$ cat src/rtl/crc16_frame_feeder.sv
// crc16_frame_feeder
// Upstream feeder for the crc16_parallel engine. Buffers framed 16-bit words
// in a small FIFO. For each frame it clears the engine, streams the words into
// it one per cycle, waits for the engine output to settle, and then presents
// the captured CRC, word count and truncation flag on a valid/ready port.
//
// Ports:
//   clk, reset              rising-edge clock, synchronous active-high reset
//   in_valid/in_ready       input word handshake (in_ready is registered !full)
//   in_data, in_last        input word and end-of-frame marker
//   crc_clear               one-cycle clear pulse to the engine
//   crc_enable, crc_data    engine enable and data_in
//   crc_in                  engine crc_out
//   res_valid/res_ready     frame result handshake
//   res_crc, res_len        captured CRC and number of words fed
//   res_err                 frame was truncated at MAX_LEN
module crc16_frame_feeder #(
  parameter int DEPTH   = 4,
  parameter int MAX_LEN = 256,
  parameter int LATENCY = 1,
  localparam int LW     = $clog2(MAX_LEN + 1)
) (
  input  logic          clk,
  input  logic          reset,
  input  logic          in_valid,
  output logic          in_ready,
  input  logic [15:0]   in_data,
  input  logic          in_last,
  output logic          crc_clear,
  output logic          crc_enable,
  output logic [15:0]   crc_data,
  input  logic [15:0]   crc_in,
  output logic          res_valid,
  input  logic          res_ready,
  output logic [15:0]   res_crc,
  output logic [LW-1:0] res_len,
  output logic          res_err
);

  localparam int AW = $clog2(DEPTH);
  localparam int CW = $clog2(DEPTH + 1);
  localparam int WW = (LATENCY > 1) ? $clog2(LATENCY) : 1;

  // DROP is the discard sub-mode entered after a truncated frame's result.
  typedef enum logic [2:0] {
    IDLE  = 3'd0,
    CLEAR = 3'd1,
    FEED  = 3'd2,
    WAIT  = 3'd3,
    HOLD  = 3'd4,
    DROP  = 3'd5
  } state_t;

  // FIFO storage and pointers
  logic [16:0]   mem_r [DEPTH];
  logic [AW-1:0] wr_ptr_r, rd_ptr_r;
  logic [CW-1:0] count_r, count_s;
  logic          in_ready_r;
  logic          push_s, pop_s, empty_s, head_last_s;
  logic [15:0]   head_data_s;

  // Frame control
  state_t        state_r, state_s;
  logic [LW-1:0] len_r, len_s, len_inc_s;
  logic          err_r, err_s;
  logic          drop_r, drop_s;
  logic [WW-1:0] wait_r, wait_s;
  logic          feed_s, capture_s, hs_s;
  logic [15:0]   crc_data_r;

  // Result registers
  logic          res_valid_r;
  logic [15:0]   res_crc_r;
  logic [LW-1:0] res_len_r;
  logic          res_err_r;

  assign push_s      = in_valid & in_ready_r;
  assign empty_s     = (count_r == '0);
  assign head_data_s = mem_r[rd_ptr_r][15:0];
  assign head_last_s = mem_r[rd_ptr_r][16];
  assign len_inc_s   = len_r + LW'(1);
  assign hs_s        = res_valid_r & res_ready;

  // FIFO occupancy after this cycle's push/pop
  always_comb begin
    count_s = count_r;
    case ({push_s, pop_s})
      2'b10:   count_s = count_r + CW'(1);
      2'b01:   count_s = count_r - CW'(1);
      default: count_s = count_r;
    endcase
  end

  // FIFO data write; storage needs no reset since count gates every read
  always_ff @(posedge clk) begin
    if (push_s) begin
      mem_r[wr_ptr_r] <= {in_last, in_data};
    end
  end

  // FIFO pointers, count and registered ready (pointers wrap as DEPTH is 2^n)
  always_ff @(posedge clk) begin
    if (reset) begin
      wr_ptr_r   <= '0;
      rd_ptr_r   <= '0;
      count_r    <= '0;
      in_ready_r <= 1'b0;
    end else begin
      if (push_s) wr_ptr_r <= wr_ptr_r + AW'(1);
      if (pop_s)  rd_ptr_r <= rd_ptr_r + AW'(1);
      count_r    <= count_s;
      in_ready_r <= (count_s != CW'(DEPTH));
    end
  end

  // Next-state and datapath control for the frame sequencer
  always_comb begin
    state_s   = state_r;
    len_s     = len_r;
    err_s     = err_r;
    drop_s    = drop_r;
    wait_s    = wait_r;
    pop_s     = 1'b0;
    feed_s    = 1'b0;
    capture_s = 1'b0;
    case (state_r)
      IDLE: begin
        // A word being pushed now is stored before FEED can pop it, so the
        // clear can be issued one cycle earlier without any bypass path.
        if (!empty_s || push_s) begin
          state_s = CLEAR;
        end else begin
          state_s = IDLE;
        end
      end
      CLEAR: begin
        len_s   = '0;
        err_s   = 1'b0;
        wait_s  = '0;
        state_s = FEED;
      end
      FEED: begin
        if (!empty_s) begin
          pop_s  = 1'b1;
          feed_s = 1'b1;
          len_s  = len_inc_s;
          if (head_last_s) begin
            state_s = WAIT;
          end else if (len_inc_s == LW'(MAX_LEN)) begin
            // Truncated: remaining words of this frame are discarded later.
            state_s = WAIT;
            err_s   = 1'b1;
            drop_s  = 1'b1;
          end else begin
            state_s = FEED;
          end
        end else begin
          state_s = FEED;
        end
      end
      WAIT: begin
        if (wait_r == WW'(LATENCY - 1)) begin
          capture_s = 1'b1;
          wait_s    = '0;
          state_s   = HOLD;
        end else begin
          wait_s    = wait_r + WW'(1);
          state_s   = WAIT;
        end
      end
      HOLD: begin
        if (hs_s) begin
          state_s = drop_r ? DROP : IDLE;
        end else begin
          state_s = HOLD;
        end
      end
      DROP: begin
        if (!empty_s) begin
          pop_s = 1'b1;
          if (head_last_s) begin
            drop_s  = 1'b0;
            state_s = IDLE;
          end else begin
            state_s = DROP;
          end
        end else begin
          state_s = DROP;
        end
      end
      default: begin
        state_s = IDLE;
      end
    endcase
  end

  // Sequencer state, frame counters, held engine data and result capture
  always_ff @(posedge clk) begin
    if (reset) begin
      state_r     <= IDLE;
      len_r       <= '0;
      err_r       <= 1'b0;
      drop_r      <= 1'b0;
      wait_r      <= '0;
      crc_data_r  <= 16'h0000;
      res_valid_r <= 1'b0;
      res_crc_r   <= 16'h0000;
      res_len_r   <= '0;
      res_err_r   <= 1'b0;
    end else begin
      state_r <= state_s;
      len_r   <= len_s;
      err_r   <= err_s;
      drop_r  <= drop_s;
      wait_r  <= wait_s;
      if (feed_s) crc_data_r <= head_data_s;
      if (capture_s) begin
        res_valid_r <= 1'b1;
        res_crc_r   <= crc_in;
        res_len_r   <= len_r;
        res_err_r   <= err_r;
      end else if (hs_s) begin
        res_valid_r <= 1'b0;
      end
    end
  end

  assign in_ready   = in_ready_r;
  assign crc_clear  = (state_r == CLEAR);
  assign crc_enable = feed_s;
  // During gaps the engine input keeps the last word fed.
  assign crc_data   = feed_s ? head_data_s : crc_data_r;
  assign res_valid  = res_valid_r;
  assign res_crc    = res_crc_r;
  assign res_len    = res_len_r;
  assign res_err    = res_err_r;

endmodule

$ cat config.mk
export PLATFORM = sky130hd
export DESIGN_NAME = crc16_frame_feeder
export DESIGN_NICKNAME = d
export VERILOG_FILES = /design/src/rtl/crc16_frame_feeder.sv
export SDC_FILE = /design/constraint.sdc
export NUM_CORES = 1
export LEC_CHECK = 0
export ABC_AREA = 1
export CAP_MARGIN = 20
export CORE_ASPECT_RATIO = 0.7
export CORE_MARGIN = 3
export CORE_UTILIZATION = 30
export CTS_CLUSTER_DIAMETER = 50
export DETAILED_ROUTE_END_ITERATION = 8
export HOLD_SLACK_MARGIN = 0.02
export PLACE_DENSITY = 0.59
export SYNTH_ARGS = -nofsm -noshare
export SYNTH_HDL_FRONTEND = slang
export SYNTH_SLANG_ARGS = --single-unit
$ cat constraint.sdc
create_clock -name clk -period 4.2 [get_ports clk]
set_input_delay 0.84 -clock clk [delete_from_list [all_inputs] [get_ports clk]]
set_output_delay 0.84 -clock clk [all_outputs]
set_load 0.1 [all_outputs]
-- After elaboration in Yosys (flattened, before gate mapping)
Memories as Yosys holds them, arrays and structs flattened. A register that Yosys moved wholly into a read port is not among the register bits.
Cells that the tools add are included.
Widths: inputs -> output; s select.
- bitwise operators: 2
- reduce and logical (&&, ||, !) cells: 12
- $add $sub $neg: 6
- mux-type cells: 34
- equal/unequal tests: 14
- operators by type and width (kind ; number):
    $mux 1 ; 18
    $mux 3 ; 6
    $pmux 3 s6 ; 1
    $pmux 9 s2 ; 1
    $mux 16 ; 1
    $ne 2x2->1 const B ; 5
    $add 9x1->9 const B ; 1
    $eq 9x9->1 const B ; 1
    $mux 9 ; 1
    $reduce_bool 2->1 ; 4
    $eq 3x2->1 const B ; 2
    $eq 3x3->1 const B ; 2
    $logic_not 3->1 ; 2
    $pmux 1 s2 ; 3
    $pmux 3 s2 ; 1
    $reduce_and 6->1 ; 1
    $add 2x1->2 const B ; 2
    $mux 2 ; 2
    $reduce_and 4->1 ; 1
    $add 3x1->3 const B ; 1
    $eq 3x1->1 const B ; 1
    $ne 3x3->1 const B ; 1
    $sub 3x1->3 const B ; 1
    $and 1x1->1 ; 2
    7 further kinds ; 7
- word-level logic and storage cells: 83
- memories kept: 1
- RAM bits: 68
- flip-flop bits (word level): 66
- input port bits: 37
- output and inout port bits: 46
- memory list (memory ; depth ; bits a word ; rd ports ; clocked after memory_dff ; write ports ; RTL line ; RTL):
    mem_r ; 4 ; 17 ; 1 ; 1 ; 1 ; 55 ; logic [16:0] mem_r [DEPTH];

-- Logic depth before layout (Yosys ltp)
Gate-level depths: netlist (run 1).
- word-level depth: 6
- depth in mapped cells: 13

-- Least setup slack after synthesis (run 1)
No wires, ideal clock.
- path kind: reg2out
- from: register state_r[1]
- to: output crc_data[13]
- cell stages (with the launch flop): 8
- slack: 1.466 ns
- buffers on the path: 1
- data arrival time: 1.894 ns
- cells stage by stage: dfxtp_1 inv_2 nor3_4 inv_2 nor2_8 buf_6 nand2_1 nand2_1
- longest elaborated chain between the ends: 3
- ends and longest elaborated chain (element ; RTL line ; RTL):
    start, declared ; 63 ; state_t state_r, state_s;
    start signal, assigned ; 211 ; state_r <= state_s;
    $eq 3x2->1 ; 126 ; case (state_r)
    $mux 1 ; 126 ;
    via crc_enable ; 30 ; output logic crc_enable,
    $mux 16 ; - ;
    end, declared ; 31 ; output logic [15:0] crc_data,
The timed path passes the listed nets, and every way through them passes these cells.

==> flow_metrics.py, run 1 <==
metrics = {
    "clocking": {
        "clkTransAtPathRegs_ns": 0.06,
        "cts-root-buf": "clkbuf_16",
        "clockBufferDepth": 2,
        "insertion_delay_ns": 0.42,
        "cts_hold_buf": 0,
        "post_cts_buffers": 0,
        "h-tree-depth": 4,
        "post_cts_resize_count": 0,
        "cts_buffers": 17,
        "cts_tree": "done",
        "cts.sinks": 135,
    },
    "critical_path": {
        "r2r-start": "state_r[1]$_SDFF_PP0_",
        "path_class": "register to output port",
        "critPathLaunchType": "register",
        "worst-path-buf-inv": 2,
        "arrival_ns": 2.34,
        "cp.required_ns": 3.36,
        "reg2reg_to": "in_ready$_SDFF_PP0_",
        "end_kind": "output port",
        "cp_top_family": "buffers and inverters",
        "r2r_setup_slack_ns": 1.81,
        "critPathCapture": "crc_data[14]",
        "cp.depth": 6,
        "crit_chain": "inv_2 -> nor2_1 -> o32ai_1 -> nand2_1 -> nand2_1 -> buf_4",
        "reg2reg_depth": 11,
        "cp_max_fo": 34,
        "crit_top_cell": "nand2_1",
        "worst_path_largest_cell_delay_ns": 0.51,
        "cp_slowest_cell": "inv_2",
    },
    "timing": {
        "worstMarginPinSlew_ns": 1.00,
        "finClkSkew_ns": 0.0159,
        "slew_violations": 0,
        "finalSetupViolCount": 0,
        "hold_viol_final": 0,
        "period_share_pct": 75.7,
        "fmax_mhz": 314,
        "period_needed_ns": 3.18,
        "rsz0062_at_grt": "no",
        "tns_ns": 0,
        "maxSlewHeadroom_pct": 32.9,
    },
    "synth": {
        "synth_area_per_cell_um2": 9.67,
        "yosysSeqAreaShare_pct": 63.1,
        "synth-compound-area-share_pct": 12.5,
        "syn_area_um2": 5370,
        "synth_fa_ha_area_share_pct": 2.01,
        "yosys-mux-area-fraction_pct": 0,
        "synth_top_family_by_area": "simple AND/OR/NAND/NOR gates",
        "yosys_warnings": 0,
        "ys_ff_latch": 135,
        "synth.net_count": 600,
        "synth.distinct_cells": 29,
        "synth_cells": 555,
        "synthXorXnorAreaFrac_pct": 0.490,
        "synth-simple-area-share_pct": 17.2,
    },
    "pwr": {
        "p_leak_uw": 0.00257,
        "power.switching_uw": 924,
        "comb_power_share_pct": 12.4,
        "power_density_nw_per_um2": 482,
        "irDropWorstVdd_v": 0.000285,
        "internal-power_uw": 2430,
        "seqPwrFrac_pct": 43.3,
        "power_frac_clock_pct": 44.4,
        "switching_share_pct": 27.5,
    },
    "route": {
        "wl_mm": 13.0,
        "wire_per_inst_um": 14.8,
        "dr.pass1.iters": 5,
        "vias_per_cell": 4.64,
        "drt_iter0_markers": 292,
        "drc": 0,
        "route.antenna.remaining_nets": 0,
        "vias": 4095,
    },
    "run": {
        "maxCapViolations": 0,
    },
    "grt": {
        "grt_pass1_vias": 4013,
        "antenna_found_initial": 1,
        "grt_overflow": 0,
        "grt_use_total_pct": 13.4,
        "grt_max_degree": 35,
        "grt_pass1_wl_mm": 21.0,
    },
    "die": {
        "io_pins": 83,
        "rows": 40,
        "die_area_um2": 19600,
        "core_um2": 17400,
        "dieHeight_um": 118,
        "chipWidth_um": 166,
        "start_util_pct": 30.9,
    },
    "worst_hold_path": {
        "hold_class": "register to register",
        "hold_start": "crc_data_r[9]$_SDFF_PP0_",
    },
    "layout": {
        "nNetsFinal": 684,
        "design_area_um2": 6960,
        "diodes": 0,
        "areaGrowthSynthToFinish_pct": 29.8,
        "drive_gt1_share_pct": 10.1,
    },
    "status": {
        "outcome": "completed",
    },
    "placement": {
        "globalplace.congestion": 0.759,
        "postPlaceCellArea_um2": 6370,
        "portBuffers": 82,
        "place_hpwl_mm": 8.79,
    },
}
## per-layer routing
metal | wire (um) | vias to the layer above | track usage [%] | part of all wire [%]
li1 | - | 2045 | - | -
met1 | 6130 | 1938 | 17.9 | 47
met2 | 6070 | 90 | 21.0 | 47
met3 | 521 | 20 | 3.52 | 4.0
met4 | 303 | 2 | 5.14 | 2.3
met5 | 13 | - | 0 | 0.10
## layout make-up
class | count | area, um2
Timing Repair Buffer | 90 | 838
Fill cell | 1654 | 10400
Tap cell | 231 | 289
Multi-Input combinational cell | 360 | 1730
Sequential cell | 135 | 3380
Clock buffer | 17 | 425
Clock inverter | 15 | 168
Inverter | 35 | 134
## cell usage after synthesis
library cell	instances	area (um2)
a211oi_2	1	12.5
a21oi_1	46	230
a31oi_1	2	12.5
buf_1	2	7.51
buf_2	8	40.0
buf_4	1	7.51
buf_6	2	22.5
clkbuf_1	12	45.0
clkinv_1	1	3.75
dfxtp_1	67	1340
edfxtp_1	68	2040
fa_1	1	20.0
ha_1	7	87.6
inv_1	29	109
inv_2	4	15.0
inv_4	1	6.26
nand2_1	103	387
nand2_4	1	11.3
nand3_1	12	60.1
nor2_1	108	405
nor2_2	1	6.26
nor2_8	1	20.0
nor3_1	3	15.0
nor3_4	1	16.3
o211a_1	1	10.0
o21ai_0	52	260
o21ai_1	1	5.00
o32ai_1	16	140
xor2_1	3	26.3
## power groups by stage
| stage | logic, uW | clock network [uW] | registers [uW] |
|---|---|---|---|
| 3_3_place_gp | 409 | 0 | 1480 |
| 2_1_floorplan | 215 | 0 | 1550 |
| 6_report | 415 | 1490 | 1450 |
| 5_1_grt | 446 | 1580 | 1460 |
| 3_5_place_dp | 416 | 0 | 1480 |
| 4_1_cts | 417 | 1520 | 1450 |
## tightest hold or removal path: stages (launching register included)
cell	delay, ns
dfxtp_1	0.29
nand2_1	0.07
a21oi_1	0.06
## flip-flops by register name (all words and copies together) (netlist names), named ones only
signal and count:
len_r 9, res_crc 16, in_ready 1, drop_r 1
res_err 1, mem_r 68, res_len 9, count_r 3
res_valid 1, wr_ptr_r 2, rd_ptr_r 2, err_r 1
state_r 3, crc_data_r 16
## kinds of logic (layout without fill, tap and decap cells)
family	Yosys count	in the layout
compound gates	119	119
xor+xnor	3	3
buf+inv	60	157
simple gates	230	230
flops	135	135
fa+ha+maj	8	8
## placed cells by master (no fill, tap or decap), types with 4 or more instances in the layout
master | Yosys | routed
dfxtp_1 | 67 | 67
nand2_1 | 103 | 103
edfxtp_1 | 68 | 68
clkinvlp_4 | 0 | 4
buf_4 | 1 | 25
nor2_1 | 108 | 108
o32ai_1 | 16 | 16
clkbuf_16 | 0 | 17
ha_1 | 7 | 7
inv_1 | 29 | 29
a21oi_1 | 46 | 46
clkdlybuf4s50_1 | 0 | 65
nand3_1 | 12 | 12
o21ai_0 | 52 | 52
inv_2 | 4 | 4
## how the worst min path moves through the flow
stage	cells after the start	slack [ns]	end
after detailed placement	1	0.47	rd_ptr_r[0]$_SDFFE_PP0P_
final	2	0.47	crc_data_r[9]$_SDFF_PP0_
after CTS	2	0.47	crc_data_r[9]$_SDFF_PP0_
after global routing	2	0.49	crc_data_r[9]$_SDFF_PP0_
after global placement	2	0.45	rd_ptr_r[1]$_SDFFE_PP0P_
after floorplan	2	0.43	err_r$_SDFFE_PP0P_
## through the flow
stage,hold WS [ns],instances,setup slack [ns],power [uW],util (%)
2_1_floorplan,0.432,555,1.47,1770,-
3_3_place_gp,0.453,851,1.45,1890,36.7
3_5_place_dp,0.465,851,1.34,1900,36.7
4_1_cts,0.474,883,0.985,3390,40.1
5_1_grt,0.487,883,0.807,3490,40.1
6_report,0.469,883,1.02,3350,40.1
No activity file was read; power rests on OpenSTA's default activity.
==> run 2, diff against run 1 <==
Settings changed: PLACE_DENSITY 0.59 to 0.6.
Clock period 4.2 ns to 2.65 ns, I/O delays scaled along.
==> run 2 against run 1 <==
Final area is 3.6% higher. Utilization is 1.5 points higher. Global-route usage is 0.063 points lower. Combinational power is 72% higher. Register-to-register slack worse by 1.5 ns. Critical path depth is 1 higher. First-iteration DRC count is 22% higher. Clock power is 44% higher. Die area stayed put. Hold slack worse by 0.015 ns. Total power is 54% higher. Critical path type unchanged. Critical endpoint is now crc_data[8]. Largest power group is now sequential cells.
==> flow_metrics.py, run 2 (same netlist as run 1, synthesis figures left out) <==
metrics = {
    "status": {
        "outcome": "completed",
    },
    "timing": {
        "hold_ws_ns": 0.455,
        "fmax_mhz": 394,
        "maxSlewHeadroom_pct": 38.7,
        "period_needed_ns": 2.54,
        "worstMarginPinSlew_ns": 0.918,
        "hold_viol_final": 0,
        "slew_violations": 0,
        "rsz0062_at_grt": "no",
        "period_share_pct": 95.8,
        "finalSetupViolCount": 0,
        "finClkSkew_ns": 0.0135,
        "tns_ns": 0,
    },
    "grt": {
        "grt_max_degree": 34,
        "grt_use_total_pct": 13.4,
        "grt_overflow": 0,
        "grt_pass1_wl_mm": 20.8,
        "antenna_found_initial": 0,
        "grt_pass1_vias": 3922,
    },
    "route": {
        "vias_per_cell": 4.62,
        "wire_per_inst_um": 14.1,
        "vias": 4160,
        "route.antenna.remaining_nets": 0,
        "wl_mm": 12.7,
        "drt_iter0_markers": 355,
        "dr.pass1.iters": 5,
        "drc": 0,
    },
    "critical_path": {
        "reg2reg_to": "in_ready$_SDFF_PP0_",
        "worst_path_largest_cell_delay_ns": 0.37,
        "reg2reg_depth": 11,
        "r2r_setup_slack_ns": 0.34,
        "cp_max_fo": 15,
        "cp.required_ns": 2.12,
        "crit_top_cell": "nand2_1",
        "path_class": "register to output port",
        "cp_slowest_cell": "dfxtp_2",
        "crit_chain": "inv_4 -> buf_4 -> nor2_1 -> o32ai_1 -> nand2_1 -> nand2_1 -> buf_12",
        "end_kind": "output port",
        "cp_top_family": "buffers and inverters",
        "worst-path-buf-inv": 3,
        "r2r-start": "state_r[2]$_SDFF_PP0_",
        "arrival_ns": 2.01,
        "critPathLaunchType": "register",
    },
    "worst_hold_path": {
        "hold_start": "rd_ptr_r[1]$_SDFFE_PP0P_",
        "hold_class": "register to register",
        "whs_path_depth": 2,
    },
    "layout": {
        "nNetsFinal": 702,
        "top_register": "mem_r",
        "final_common_cell": "nor2_1",
        "design_area_um2": 7220,
        "final_cell_mix": "108 x nor2_1, 103 x nand2_1, 68 x edfxtp_1",
        "nFillCells": 1626,
        "largest_register_ffs": 68,
        "diodes": 0,
        "drive_gt1_share_pct": 17.8,
        "areaGrowthSynthToFinish_pct": 34.5,
    },
    "clocking": {
        "clockBufferDepth": 2,
        "cts.sinks": 135,
        "insertion_delay_ns": 0.42,
        "cts-root-buf": "clkbuf_16",
        "cts_buffers": 17,
        "h-tree-depth": 4,
        "clkTransAtPathRegs_ns": 0.06,
        "cts_tree": "done",
    },
    "pwr": {
        "finalPower_uw": 5160,
        "power_density_nw_per_um2": 715,
        "irDropWorstVdd_v": 0.000336,
        "p_leak_uw": 0.00277,
    },
    "placement": {
        "globalplace.congestion": 0.775,
        "postPlaceCellArea_um2": 6610,
        "portBuffers": 82,
        "place_hpwl_mm": 9.06,
    },
    "die": {
        "start_util_pct": 30.9,
        "io_pins": 83,
        "die_area_um2": 19600,
        "dieHeight_um": 118,
        "core_um2": 17400,
        "chipWidth_um": 166,
        "rows": 40,
    },
    "run": {
        "maxCapViolations": 0,
    },
}
## run 2: cell types whose count changed in the layout (fill, tap and decap cells not counted), sizes merged
cell	change
clkinv	+3
inv	+1
clkinvlp	-2
clkdlybuf4s50	-29
bufinv	-2
buf	+47
## run 2: routing by layer
layer / routed length, um / track usage (%)
met4: 215 / 5.45
met2: 5820 / 19.9
met3: 632 / 3.36
met5: 0 / 0
met1: 6070 / 18.6
## run 2: stage by stage
stage,worst slack [ns],util [%],cells
after detailed placement,0.328,38.0,864
after floorplan,0.0221,-,555
after global placement,0.356,38.0,864
final,0.112,41.5,901
after CTS,0.0546,41.4,900
after global routing,0.00808,41.5,901
## run 2: worst min-delay path, cell delays in order (launching register included)
cell and delay, ns:
dfxtp_1 0.29, inv_1 0.06, a21oi_1 0.07
## run 2: how the worst max path moves through the flow
stage,to,startpoint,cells past startpoint
2_1_floorplan,len_r[2]$_SDFFE_PP0P_,state_r[0]$_SDFF_PP0_,7
3_3_place_gp,in_ready$_SDFF_PP0_,in_valid,9
3_5_place_dp,in_ready$_SDFF_PP0_,state_r[1]$_SDFF_PP0_,11
4_1_cts,crc_data[8],state_r[1]$_SDFF_PP0_,8
5_1_grt,crc_data[8],register,7
6_report,crc_data[8],register,7
## run 2: timing repair
item / 4_1_cts / 5_1_grt
endpoints found under the setup margin: 16 / 16
hold buffers: 0 / 0
hold endpoints to repair: 0 / 0
resized for setup: 2 / 5
setup buffers: 4 / 1
pin swaps: 1 / 1
## run 2: report_power, final
part	internal (uW)	switching [uW]	leakage, uW	total, uW
Clock	1210	932	0.000263	2140
Sequential	2260	37.5	0.00116	2300
Combinational	227	488	0.00134	715
## run 2: final cells by class
| type | instances | area (um2) | area share (%) |
|---|---|---|---|
| well taps | 231 | 289 | 4.01 |
| inverters | 35 | 136 | 1.89 |
| clock inverters | 15 | 116 | 1.61 |
| multi-input cells | 360 | 1750 | 24.2 |
| flip-flops and latches | 135 | 3390 | 46.9 |
| clock buffers | 17 | 425 | 5.90 |
| repair buffers | 108 | 1110 | 15.4 |
==> run 3, diff against run 2 <==
Settings changed: CELL_PAD_IN_SITES_DETAIL_PLACEMENT from default to 1, CELL_PAD_IN_SITES_GLOBAL_PLACEMENT from default to 1, CORE_UTILIZATION 30 to 35, PLACE_DENSITY 0.6 to 0.81.
==> run 3 against run 2 <==
First-iteration DRC count shrank 68%. Non-clock buffer count fell by 7. Routed wire length rose by 12%. Setup slack lost 0.0056 ns. Hold slack improved by 0.015 ns. Final area fell by 0.16%. Clock skew is 0.0060 ns lower. Register-to-register slack got worse by 0.14 ns. Clock-buffer cell count rose by 1. Cell count decreased by 4.9%.
==> flow_metrics.py, run 3 (same netlist as run 1, synthesis figures left out) <==
metrics = {
    "timing": {
        "fmax_mhz": 393,
        "hold_viol_final": 0,
        "finalSetupViolCount": 0,
        "worstMarginPinSlew_ns": 0.727,
        "period_share_pct": 96.0,
        "finClkSkew_ns": 0.00750,
        "period_needed_ns": 2.54,
        "hold_ws_ns": 0.470,
        "maxSlewHeadroom_pct": 51.5,
        "slew_violations": 0,
        "tns_ns": 0,
    },
    "grt": {
        "grt_use_total_pct": 17.2,
        "grt_pass1_vias": 4585,
        "antenna_found_initial": 0,
        "grt_max_degree": 35,
        "grt_pass1_wl_mm": 22.8,
        "grt_overflow": 0,
    },
    "critical_path": {
        "critPathLaunchType": "register",
        "cp_slowest_cell": "dfxtp_1",
        "end_kind": "output port",
        "worst_path_largest_cell_delay_ns": 0.45,
        "cp_max_fo": 34,
        "cp.required_ns": 2.12,
        "crit_chain": "buf_12 -> nor2_1 -> o32ai_1 -> nand2_1 -> nand2_1 -> buf_12",
        "path_class": "register to output port",
        "arrival_ns": 2.01,
    },
    "placement": {
        "postPlaceCellArea_um2": 6520,
        "globalplace.congestion": 0.858,
        "place_hpwl_mm": 9.57,
        "portBuffers": 82,
    },
    "layout": {
        "fin_util_pct": 48.5,
        "design_area_um2": 7200,
        "areaGrowthSynthToFinish_pct": 34.3,
        "drive_gt1_share_pct": 16.0,
        "nNetsFinal": 695,
        "top_register": "mem_r",
        "nFillCells": 1642,
        "final_common_cell": "nor2_1",
        "largest_register_ffs": 68,
        "diodes": 0,
        "final_cell_mix": "108 x nor2_1, 103 x nand2_1, 68 x edfxtp_1",
    },
    "die": {
        "chipWidth_um": 154,
        "core_um2": 14900,
        "dieHeight_um": 110,
        "die_area_um2": 16900,
        "io_pins": 83,
        "rows": 37,
        "start_util_pct": 36.1,
    },
    "pwr": {
        "power_density_nw_per_um2": 760,
        "finalPower_uw": 5480,
        "p_leak_uw": 0.00276,
        "irDropWorstVdd_v": 0.000396,
    },
    "route": {
        "drt_iter0_markers": 115,
        "wl_mm": 14.2,
        "drc": 0,
        "dr.pass1.iters": 4,
        "vias": 4219,
        "wire_per_inst_um": 16.6,
        "vias_per_cell": 4.92,
        "route.antenna.remaining_nets": 0,
    },
    "clocking": {
        "cts_tree": "done",
        "clockBufferDepth": 2,
        "cts_buffers": 17,
        "cts.sinks": 135,
        "h-tree-depth": 4,
        "insertion_delay_ns": 0.41,
        "cts-root-buf": "clkbuf_16",
        "clkTransAtPathRegs_ns": 0.06,
        "cts_hold_buf": 0,
    },
    "status": {
        "outcome": "completed",
    },
    "worst_hold_path": {
        "hold_class": "register to register",
    },
    "run": {
        "maxCapViolations": 0,
    },
}
[run 3: per-layer routing]
layer  global-route usage [%]  part of all wire, %  up-vias
met5                        0                    0        -
met4                     5.99                  1.4        0
met3                     3.42                  3.4       20
met2                     31.2                   52       65
met1                     20.6                   43     2061
li1                         -                    -     2073
[run 3: timing repair]
action	CTS	global route
pin swaps	1	1
buffers inserted	2	3
setup endpoints to repair	16	18
gates resized for setup	0	10
[run 3: area by class of cell]
class                   instances  area (um2)  area share (%)
multi-input cells             360        1730            24.1
clock buffers                  18         429            5.96
inverters                      35         139            1.93
well taps                     195         244            3.39
flip-flops and latches        135        3380            47.0
repair buffers                101        1090            15.2
clock inverters                13         181            2.52
[run 3: worst paths after layout]
check                                          startpoint                        end  slack (ns)  cells after the start
worst max-delay path                             register               crc_data[15]        0.11                      6
worst min-delay path            crc_data_r[11]$_SDFF_PP0_  crc_data_r[11]$_SDFF_PP0_        0.47                      2
worst max register to register      state_r[0]$_SDFF_PP0_        in_ready$_SDFF_PP0_        0.20                     11
worst min register to register  crc_data_r[11]$_SDFF_PP0_  crc_data_r[11]$_SDFF_PP0_        0.47                      2
[run 3: metrics by stage]
step                setup slack [ns]  cells
floorplan                     0.0221    555
global placement               0.381    821
detailed placement             0.286    821
CTS                          0.00483    854
global route                 -0.0189    857
finish                         0.107    857
[run 3: where the power goes]
| part | internal, uW | switching [uW] |
|---|---|---|
| sequential | 2260 | 40.6 |
| combinational | 228 | 498 |
| clock | 1570 | 882 |
[run 3: worst max-delay path, delay by kind of cell (launching register included)]
kind	cells	cell delay [ns]
flops	1	0.45
buf+inv	2	0.41
simple gates	3	0.39
compound gates	1	0.34
